### src/rtl/reset_seq_pkg.sv
// Shared definitions for the staged reset sequencer: state encoding and
// the counter-width helper.
package reset_seq_pkg;

    localparam logic [1:0] HOLD    = 2'd0;
    localparam logic [1:0] RELEASE = 2'd1;
    localparam logic [1:0] RUN     = 2'd2;

    typedef enum logic [1:0] {
        ST_HOLD    = HOLD,
        ST_RELEASE = RELEASE,
        ST_RUN     = RUN
    } seq_state_e;

    // Wide enough to hold the larger of the two programmable delays.
    function automatic int cnt_width(input int assert_cycles, input int stage_delay);
        int m;
        m = (assert_cycles > stage_delay) ? assert_cycles : stage_delay;
        return $clog2(m + 1);
    endfunction

endpackage

### src/rtl/reset_sync.sv
// Reset bridge: asserts asynchronously with rst_n, deasserts after STAGES
// rising edges of clk.
module reset_sync #(
    parameter int WIDTH  = 1,
    parameter int STAGES = 2
) (
    input  logic             clk,
    input  logic             rst_n,
    output logic [WIDTH-1:0] sync_rst_n_o
);

    logic [STAGES-1:0][WIDTH-1:0] chain_q;

    always_ff @(posedge clk or negedge rst_n) begin
        if (!rst_n) begin
            chain_q <= '0;
        end else begin
            chain_q <= {chain_q[STAGES-2:0], {WIDTH{1'b1}}};
        end
    end

    assign sync_rst_n_o = chain_q[STAGES-1];

endmodule

### src/rtl/reset_sequencer.sv
// Staged reset controller: synchronised board-reset release followed by
// one-at-a-time domain releases, plus a req/ack software re-reset.
//
// state   | meaning
// HOLD    | all domains in reset, counting ASSERT_CYCLES synced edges
// RELEASE | releasing domain idx after STAGE_DELAY edges (stalls on hold)
// RUN     | all domains released, accepting software re-reset requests
module reset_sequencer
    import reset_seq_pkg::*;
#(
    parameter int NUM_DOMAINS   = 4,
    parameter int SYNC_STAGES   = 2,
    parameter int ASSERT_CYCLES = 4,
    parameter int STAGE_DELAY   = 8
) (
    input  logic                   clk,
    input  logic                   rst_n,
    input  logic [NUM_DOMAINS-1:0] domain_hold,
    input  logic                   sw_rst_req,
    output logic                   sw_rst_ack,
    output logic [NUM_DOMAINS-1:0] domain_rst_n,
    output logic                   seq_done,
    output logic                   busy
);

    localparam int CNT_W = cnt_width(ASSERT_CYCLES, STAGE_DELAY);
    localparam int IDX_W = (NUM_DOMAINS > 1) ? $clog2(NUM_DOMAINS) : 1;

    localparam logic [CNT_W-1:0] ASSERT_CNT = CNT_W'(ASSERT_CYCLES);
    localparam logic [CNT_W-1:0] STAGE_LAST = CNT_W'(STAGE_DELAY - 1);
    localparam logic [IDX_W-1:0] LAST_IDX   = IDX_W'(NUM_DOMAINS - 1);

    logic                   rst_sync;
    seq_state_e             state_q;
    logic [CNT_W-1:0]       cnt_q;
    logic [IDX_W-1:0]       idx_q;
    logic [NUM_DOMAINS-1:0] domain_rst_n_q;
    logic                   seq_done_q;
    logic                   busy_q;
    logic                   ack_q;
    logic                   sw_seq_q;

    reset_sync #(
        .WIDTH  (1),
        .STAGES (SYNC_STAGES)
    ) u_reset_sync (
        .clk          (clk),
        .rst_n        (rst_n),
        .sync_rst_n_o (rst_sync)
    );

    always_ff @(posedge clk or negedge rst_n) begin
        if (!rst_n) begin
            state_q        <= ST_HOLD;
            cnt_q          <= '0;
            idx_q          <= '0;
            domain_rst_n_q <= '0;
            seq_done_q     <= 1'b0;
            busy_q         <= 1'b1;
            ack_q          <= 1'b0;
            sw_seq_q       <= 1'b0;
        end else begin
            case (state_q)
                ST_HOLD: begin
                    if (rst_sync) begin
                        if (cnt_q == ASSERT_CNT) begin
                            state_q <= ST_RELEASE;
                            cnt_q   <= '0;
                            idx_q   <= '0;
                        end else begin
                            cnt_q <= cnt_q + CNT_W'(1);
                        end
                    end
                end
                ST_RELEASE: begin
                    // Counter parks at its last value while the current domain is held.
                    if (cnt_q == STAGE_LAST) begin
                        if (!domain_hold[idx_q]) begin
                            domain_rst_n_q[idx_q] <= 1'b1;
                            cnt_q                 <= '0;
                            if (idx_q == LAST_IDX) begin
                                state_q    <= ST_RUN;
                                seq_done_q <= 1'b1;
                                busy_q     <= 1'b0;
                                ack_q      <= sw_seq_q;
                                sw_seq_q   <= 1'b0;
                            end else begin
                                idx_q <= idx_q + IDX_W'(1);
                            end
                        end
                    end else begin
                        cnt_q <= cnt_q + CNT_W'(1);
                    end
                end
                ST_RUN: begin
                    // The accepting edge is the first counted HOLD edge.
                    if (sw_rst_req && !ack_q) begin
                        state_q        <= ST_HOLD;
                        cnt_q          <= CNT_W'(1);
                        domain_rst_n_q <= '0;
                        seq_done_q     <= 1'b0;
                        busy_q         <= 1'b1;
                        sw_seq_q       <= 1'b1;
                    end else if (!sw_rst_req) begin
                        ack_q <= 1'b0;
                    end
                end
                default: begin
                    state_q <= ST_HOLD;
                end
            endcase
        end
    end

    assign domain_rst_n = domain_rst_n_q;
    assign seq_done     = seq_done_q;
    assign busy         = busy_q;
    assign sw_rst_ack   = ack_q;

endmodule

### config.mk
export PLATFORM = sky130hd
export DESIGN_NAME = reset_sequencer
export DESIGN_NICKNAME = d
export VERILOG_FILES = /design/src/rtl/reset_seq_pkg.sv /design/src/rtl/reset_sync.sv /design/src/rtl/reset_sequencer.sv
export SDC_FILE = /design/constraint.sdc
export NUM_CORES = 1
export LEC_CHECK = 0
export BUFFER_PORTS_ARGS = -buffer_cell sky130_fd_sc_hd__buf_2
export CAP_MARGIN = 40
export CORE_MARGIN = 3
export CORE_UTILIZATION = 28
export DETAILED_ROUTE_END_ITERATION = 6
export MAX_ROUTING_LAYER = met4
export SLEW_MARGIN = 5
export SYNTH_ARGS = -nofsm -noshare
export SYNTH_HDL_FRONTEND = slang
export SYNTH_SLANG_ARGS = --single-unit
### constraint.sdc
create_clock -name clk -period 5.3 [get_ports clk]
set_input_delay 0.53 -clock clk [delete_from_list [all_inputs] [get_ports clk]]
set_output_delay 0.53 -clock clk [all_outputs]
set_load 0.05 [all_outputs]
==> results of run 1 <==
synth_stat cells (2+ instances only):
cell,n
o21ai_0,2
nand2_1,8
nor2b_1,2
mux2_2,3
inv_1,10
ha_1,12
nand3b_1,3
mux2i_1,4
nand3_1,2
a41oi_1,6
nor2_1,2
a21oi_1,4
mux2_4,2
dfrtp_1,17
nand2b_1,2
registers in the layout (all words and copies together), names as in the netlist:
register	flops
cnt_q	4
domain_rst_n	4
idx_q	2
state_q	2
busy	1
seq_done	1
sw_rst_ack	1
sw_seq_q	1
u_reset_sync.chain_q	1
u_reset_sync.sync_rst_n_o	1
metrics by stage:
stage | hold WS (ns) | setup WS [ns]
2_1_floorplan | 0.2344 | 3.522
3_3_place_gp | 0.3331 | 3.358
6_report | 0.1869 | 3.270
5_1_grt | 0.2150 | 3.144
4_1_cts | 0.1953 | 3.267
3_5_place_dp | 0.3347 | 3.272
layer usage:
metal  vias to the layer above  track usage (%)
li1                        392                -
met5                         -                -
met3                         2            1.945
met2                        21            17.14
met4                         0            3.650
met1                       390            14.56
kinds of logic after synthesis:
logic type | Yosys count
AO/OA/AOI/OAI | 22
adder cells (fa/ha/maj) | 12
buffers and inverters | 11
flip-flops | 18
multiplexers | 10
other | 1
AND/OR/NAND/NOR | 25
final timing paths:
path                                          from                        end  slack [ns]  depth (start not counted)
setup / recovery                        state_q[1]                   sw_seq_q        3.27                          5
max in group asynchronous                    rst_n                       busy        4.79                          1
setup reg to reg                        state_q[1]                   sw_seq_q        3.27                          5
min in group clk           u_reset_sync.chain_q[0]  u_reset_sync.sync_rst_n_o        0.35                          0
hold reg to reg            u_reset_sync.chain_q[0]  u_reset_sync.sync_rst_n_o        0.35                          0
hold / removal                               rst_n                   sw_seq_q        0.19                          1
cell type report:
cell class	count	area share [%]
repair buffers	13	5.078
flip-flops and latches	18	35.25
well taps	48	4.687
multi-input cells	70	47.75
inverters	10	2.930
clock buffers	4	4.297
power by group:
part | leakage (nW) | switching (mW) | internal [mW]
sequential | 0.213 | 0.0461 | 0.191
combinational | 0.358 | 0.304 | 0.183
clock | 0.0288 | 0.0495 | 0.0661
==> impl_results.md, run 1 <==
* Status: finished clean
* Dominant synthesized flop cell: dfrtp_1
* Drt pass-1 iters at 4
* H-tree depth at 1
* Post-CTS Setup Bufs at 0
* WL final at 2181 microns
* Post-synth EDFFs at 0
* Crit path largest cell delay at 0.49 ns
* Minimum clock period at 2.030 ns
* Setup Total Neg Slack at 0 ns
* CTS max path bufs at 2
* Post-synthesis register bit count at 18
* Worst Hold Class: in2async
* Initial Util at 29.55%
* Clock skew at 0.004528 ns
* Largest family of logic cells by synthesized area: compound AO/OA/AOI/OAI gates
* Top layer in use: met4
* WS Path Type: reg2reg
* Mux share of post-synthesis cell area at 11.43%
* Routed wire length per instance at 13.38 microns
* Cell area after synthesis at 1106 sq um
* Area occupied by registers at 451.7 sq um
* Largest delay contributor family on the critical path: compound AO/OA/AOI/OAI gates
* Power Density at 655.0 nW/um^2
* Hold Vio Cnt, Final at 0
* Largest cells by area after synthesis: dfrtp_1, ha_1, a41oi_1, mux2i_1, inv_1
* Synthesized net count at 118
* DRC Markers at 0
* Area leader, netlist: dfrtp_1
* WP data required at 5.45 ns
* Slowest CP cell: a21boi_2
* Synth Area in XOR/XNOR at 0%
* Peak VDD IR at 279.8 uV
* Non-Filler Instances at 163
* Antenna-violating nets left at 0
* Lkg Pwr at 0.5998 nW
* Yosys warning count at 0
* Post-synthesis cell type count at 35
* Hold buffers post-CTS at 0
* Initial antenna violation count at 0
* Total track usage at 11.03%
* Total design power at 0.8392 mW
* Placeable Area at 3744 sq um
* CP cell instances: inv_1 > ha_1 > a21boi_2 > o2111ai_4 > mux2_4
* Number of antenna diodes at 0
* Syn Inst Count at 99
* Commonest non-fill, non-tap cell in the layout: dfrtp_1
* Setup violators final at 0
* CP Buf/Inv Count at 1
* First-pass GRT wire length at 3739 microns
* Final nets at 135
* Simple-gate portion of the synthesized area at 12.78%
* GP Congestion at 0.7328
* Placed cell count at 159
* Initial DRC Count at 55
* Crit end category: register
* Worst setup SP type: register
* Avg Inst Size Synth at 11.17 sq um
* Number of port buffers at 13
* Max cap viols at 0
* Die W at 68.85 microns
* Clk sink count at 18
* Total number of vias at 805
* Met3 wire length at 93 microns
* CTS clock-pin slew for the worst setup and hold paths at 0.07 ns
* Most frequent cells in the layout: dfrtp_1, buf_2, ha_1
* Grt ovf at 0
* Detailed Place HPWL at 1645 microns
* Seq/Total Area, Yosys at 40.84%
* Cts repair resizes at 0
* Largest net degree at the start of global routing at 19
* TritonCTS Buffers at 3
* Wire length on met2 at 983 microns
* Multi-input gate area at 611.8 sq um
* Adder-cell share of the synthesized area at 13.57%
* Max Slew Vio Count at 0
* Fmax at 492.7 MHz
* Clk_lat worst skew at 0.26 ns
* DIE AREA at 4740 sq um
* Top-area cell type share of the netlist area at 38.46%
* I/O pins at 14
* Slew Limit Headroom at 66.11%
* Layout cells sized above 1 at 25.22%
* Die span in y at 68.85 microns
* Fill count at 397
* Wire length on met1 at 1075 microns
* Tcrit/Tclk final at 38.30%
* Complex-gate fraction of the synthesized area at 17.19%
* Root Buffer: clkbuf_8
* Post-layout util at 34.22%
* RSZ-0062 raised after global routing: no
* Std cell rows at 22
* Maximum fanout along the worst path at 10
* Critical Path AT at 2.18 ns
* Design area at 1281 sq um
* Via density at 4.939
* Share of flip-flops with an asynchronous set or reset at 100.0%
* Area Overhead vs Synth at 15.84%
* Placed instance area at 1226 sq um
* CTS tree: done
* Worst Tran Pin Value at 0.5053 ns
* Vias in the first global route at 831
No activity file was read; power rests on OpenSTA's default activity.
==> inputs of run 2 (changes only) <==
Settings changed: ABC_AREA set to 1.
Clock period 5.3 ns to 2.05 ns, I/O delays scaled along.
==> run 2 against run 1 <==
Clock skew decreased by 0.0014 ns. Non-clock buffer count increased by 2. Flip-flop and latch count unchanged. Largest cell class unchanged. Critical path depth increased by 4. Largest power group unchanged. Cell area increased by 9.6%. Hold slack improved by 0.16 ns.
==> impl_results.md, run 2 <==
* WS Path Type: reg2reg
* Antenna-violating nets left at 0
* Largest net degree at the start of global routing at 19
* Most common cell in the netlist: nand2_1
* Number of port buffers at 13
* Tcrit/Tclk final at 80.54%
* WP data required at 2.20 ns
* R2r endpoint: idx_q[0]
* Minimum clock period at 1.651 ns
* Max Slew Vio Count at 0
* Area Overhead vs Synth at 15.55%
* Reg2Reg Depth at 9
* Fmax at 605.7 MHz
* Placed cell count at 210
* Die span in y at 71.87 microns
* Clk_lat worst skew at 0.26 ns
* Status: finished clean
* Drt pass-1 iters at 4
* Syn Inst Count at 147
* Detailed Place HPWL at 1759 microns
* Dominant synthesized flop cell: dfrtp_1
* Seq/Total Area, Yosys at 37.18%
* Setup Total Neg Slack at 0 ns
* Crit end category: register
* Worst setup SP type: register
* Yosys warning count at 0
* Commonest non-fill, non-tap cell in the layout: nand2_1
* Synth cell count leaders: nand2_1, inv_1, dfrtp_1
* Std cell rows at 23
* FF-to-FF setup slack at 0.40 ns
* RSZ-0062 raised after global routing: no
* Number of antenna diodes at 0
* Placeable Area at 4086 sq um
* CTS max path bufs at 2
* Peak VDD IR at 626.5 uV
* Initial antenna violation count at 0
* Total track usage at 10.42%
* Post-layout util at 34.35%
* Power Density at 1397 nW/um^2
* Critical Path AT at 1.80 ns
* Layout cells sized above 1 at 23.64%
* Worst Hold Class: reg2reg
* Area leader, netlist: dfrtp_1
* Initial DRC Count at 19
* Top-area cell type share of the netlist area at 35.02%
* Post-synth EDFFs at 0
* I/O pins at 14
* Largest cells by area after synthesis: dfrtp_1, ha_1, nand2_1, inv_1, nand3_1
* CTS tree: done
* Cell area after synthesis at 1215 sq um
* WL final at 2256 microns
* Placed instance area at 1339 sq um
* Non-Filler Instances at 215
* Routed wire length per instance at 10.49 microns
* CP dominant cell by count: nand2_1
* TritonCTS Buffers at 3
* Slowest CP cell: dfrtp_1
* H-tree depth at 1
* Fill count at 447
* CTS clock-pin slew for the worst setup and hold paths at 0.07 ns
* Post-synthesis cell type count at 25
* Clock skew at 0.003135 ns
* WHS at 0.3489 ns
* Worst hold start: u_reset_sync.chain_q[0]
* DRC Markers at 0
* Grt ovf at 0
* Clk sink count at 18
* WHS Path Cells at 0
* DIE AREA at 5165 sq um
* Post-synthesis register bit count at 18
* First-pass GRT wire length at 4002 microns
* Max cap viols at 0
* Setup violators final at 0
* Avg Inst Size Synth at 8.265 sq um
* Die W at 71.87 microns
* Initial Util at 29.73%
* Crit path largest cell delay at 0.42 ns
* Most frequent cells in the layout: nand2_1, inv_1, dfrtp_1
* RR Startpoint: state_q[1]
* Design area at 1404 sq um
* Hold Vio Cnt, Final at 0
* Share of flip-flops with an asynchronous set or reset at 100.0%
* Final nets at 185
* Cts repair resizes at 0
* Vias in the first global route at 909
* Maximum fanout along the worst path at 6
* Synthesized net count at 166
* Lkg Pwr at 0.7440 nW
* GP Congestion at 0.7803
* Root Buffer: clkbuf_8
* CP cell instances: inv_1 > ha_1 > buf_4 > o21ai_0 > nand2_1 > nor2_1 > nand2_1 > nand2_1 > o21ai_1
* Total number of vias at 940
* Hold Path End: u_reset_sync.sync_rst_n_o
* Via density at 4.372
[run 2: through the flow]
stage	worst slack [ns]	power, mW
finish	0.3990	1.961
floorplan	0.6066	1.473
CTS	0.3905	1.999
global route	0.1954	2.149
detailed placement	0.4018	1.692
global placement	0.4288	1.677
[run 2: worst max path at each step]
stage,from,to,slack (ns)
floorplan,sw_rst_ack,domain_rst_n[0],0.61
global placement,state_q[1],idx_q[0],0.43
detailed placement,state_q[1],idx_q[0],0.40
CTS,state_q[1],idx_q[0],0.39
global route,state_q[1],idx_q[0],0.20
finish,state_q[1],idx_q[0],0.40
[run 2: layout make-up]
| cell class | count | area [sq um] | area share (%) |
|---|---|---|---|
| inverters | 20 | 75.07 | 5.348 |
| clock buffers | 4 | 55.05 | 3.922 |
| multi-input cells | 108 | 676.9 | 48.22 |
| well taps | 50 | 62.56 | 4.456 |
| repair buffers | 15 | 82.58 | 5.882 |
| flip-flops and latches | 18 | 451.7 | 32.17 |
[run 2: per-layer routing]
metal	share of wire (%)	global-route usage, %
met5	0	-
met4	4.2	8.768
met3	3.5	1.403
met2	43	14.59
met1	49	13.13
[run 2: worst max-delay path: cells and delay by family, from the launching register on]
kind                       cells  cell delay, ns
DFF                            1            0.42
and+or+nand+nor                4            0.32
buffers and inverters          2            0.30
adders and majority gates      1            0.29
AOI/OAI and AO/OA              2            0.22
[run 2: cell families (layout without fill, tap and decap cells)]
group	after synthesis	after routing	share of synthesized area, %
simple gates	78	78	33.99
fa+ha+maj	12	12	12.36
xor+xnor	2	2	1.442
buf+inv	21	39	7.106
flops	18	18	37.18
compound gates	15	15	7.621
other cells	1	1	0.3087
[run 2: power by group]
group          internal, mW  switching [mW]  total [mW]
Sequential            0.471           0.111       0.583
Clock                 0.171           0.123       0.294
Combinational         0.359           0.725        1.08
[run 2: timing repair]
item	CTS	global route
hold buffers	1	0
hold endpoints to repair	17	0
buffers inserted	0	0
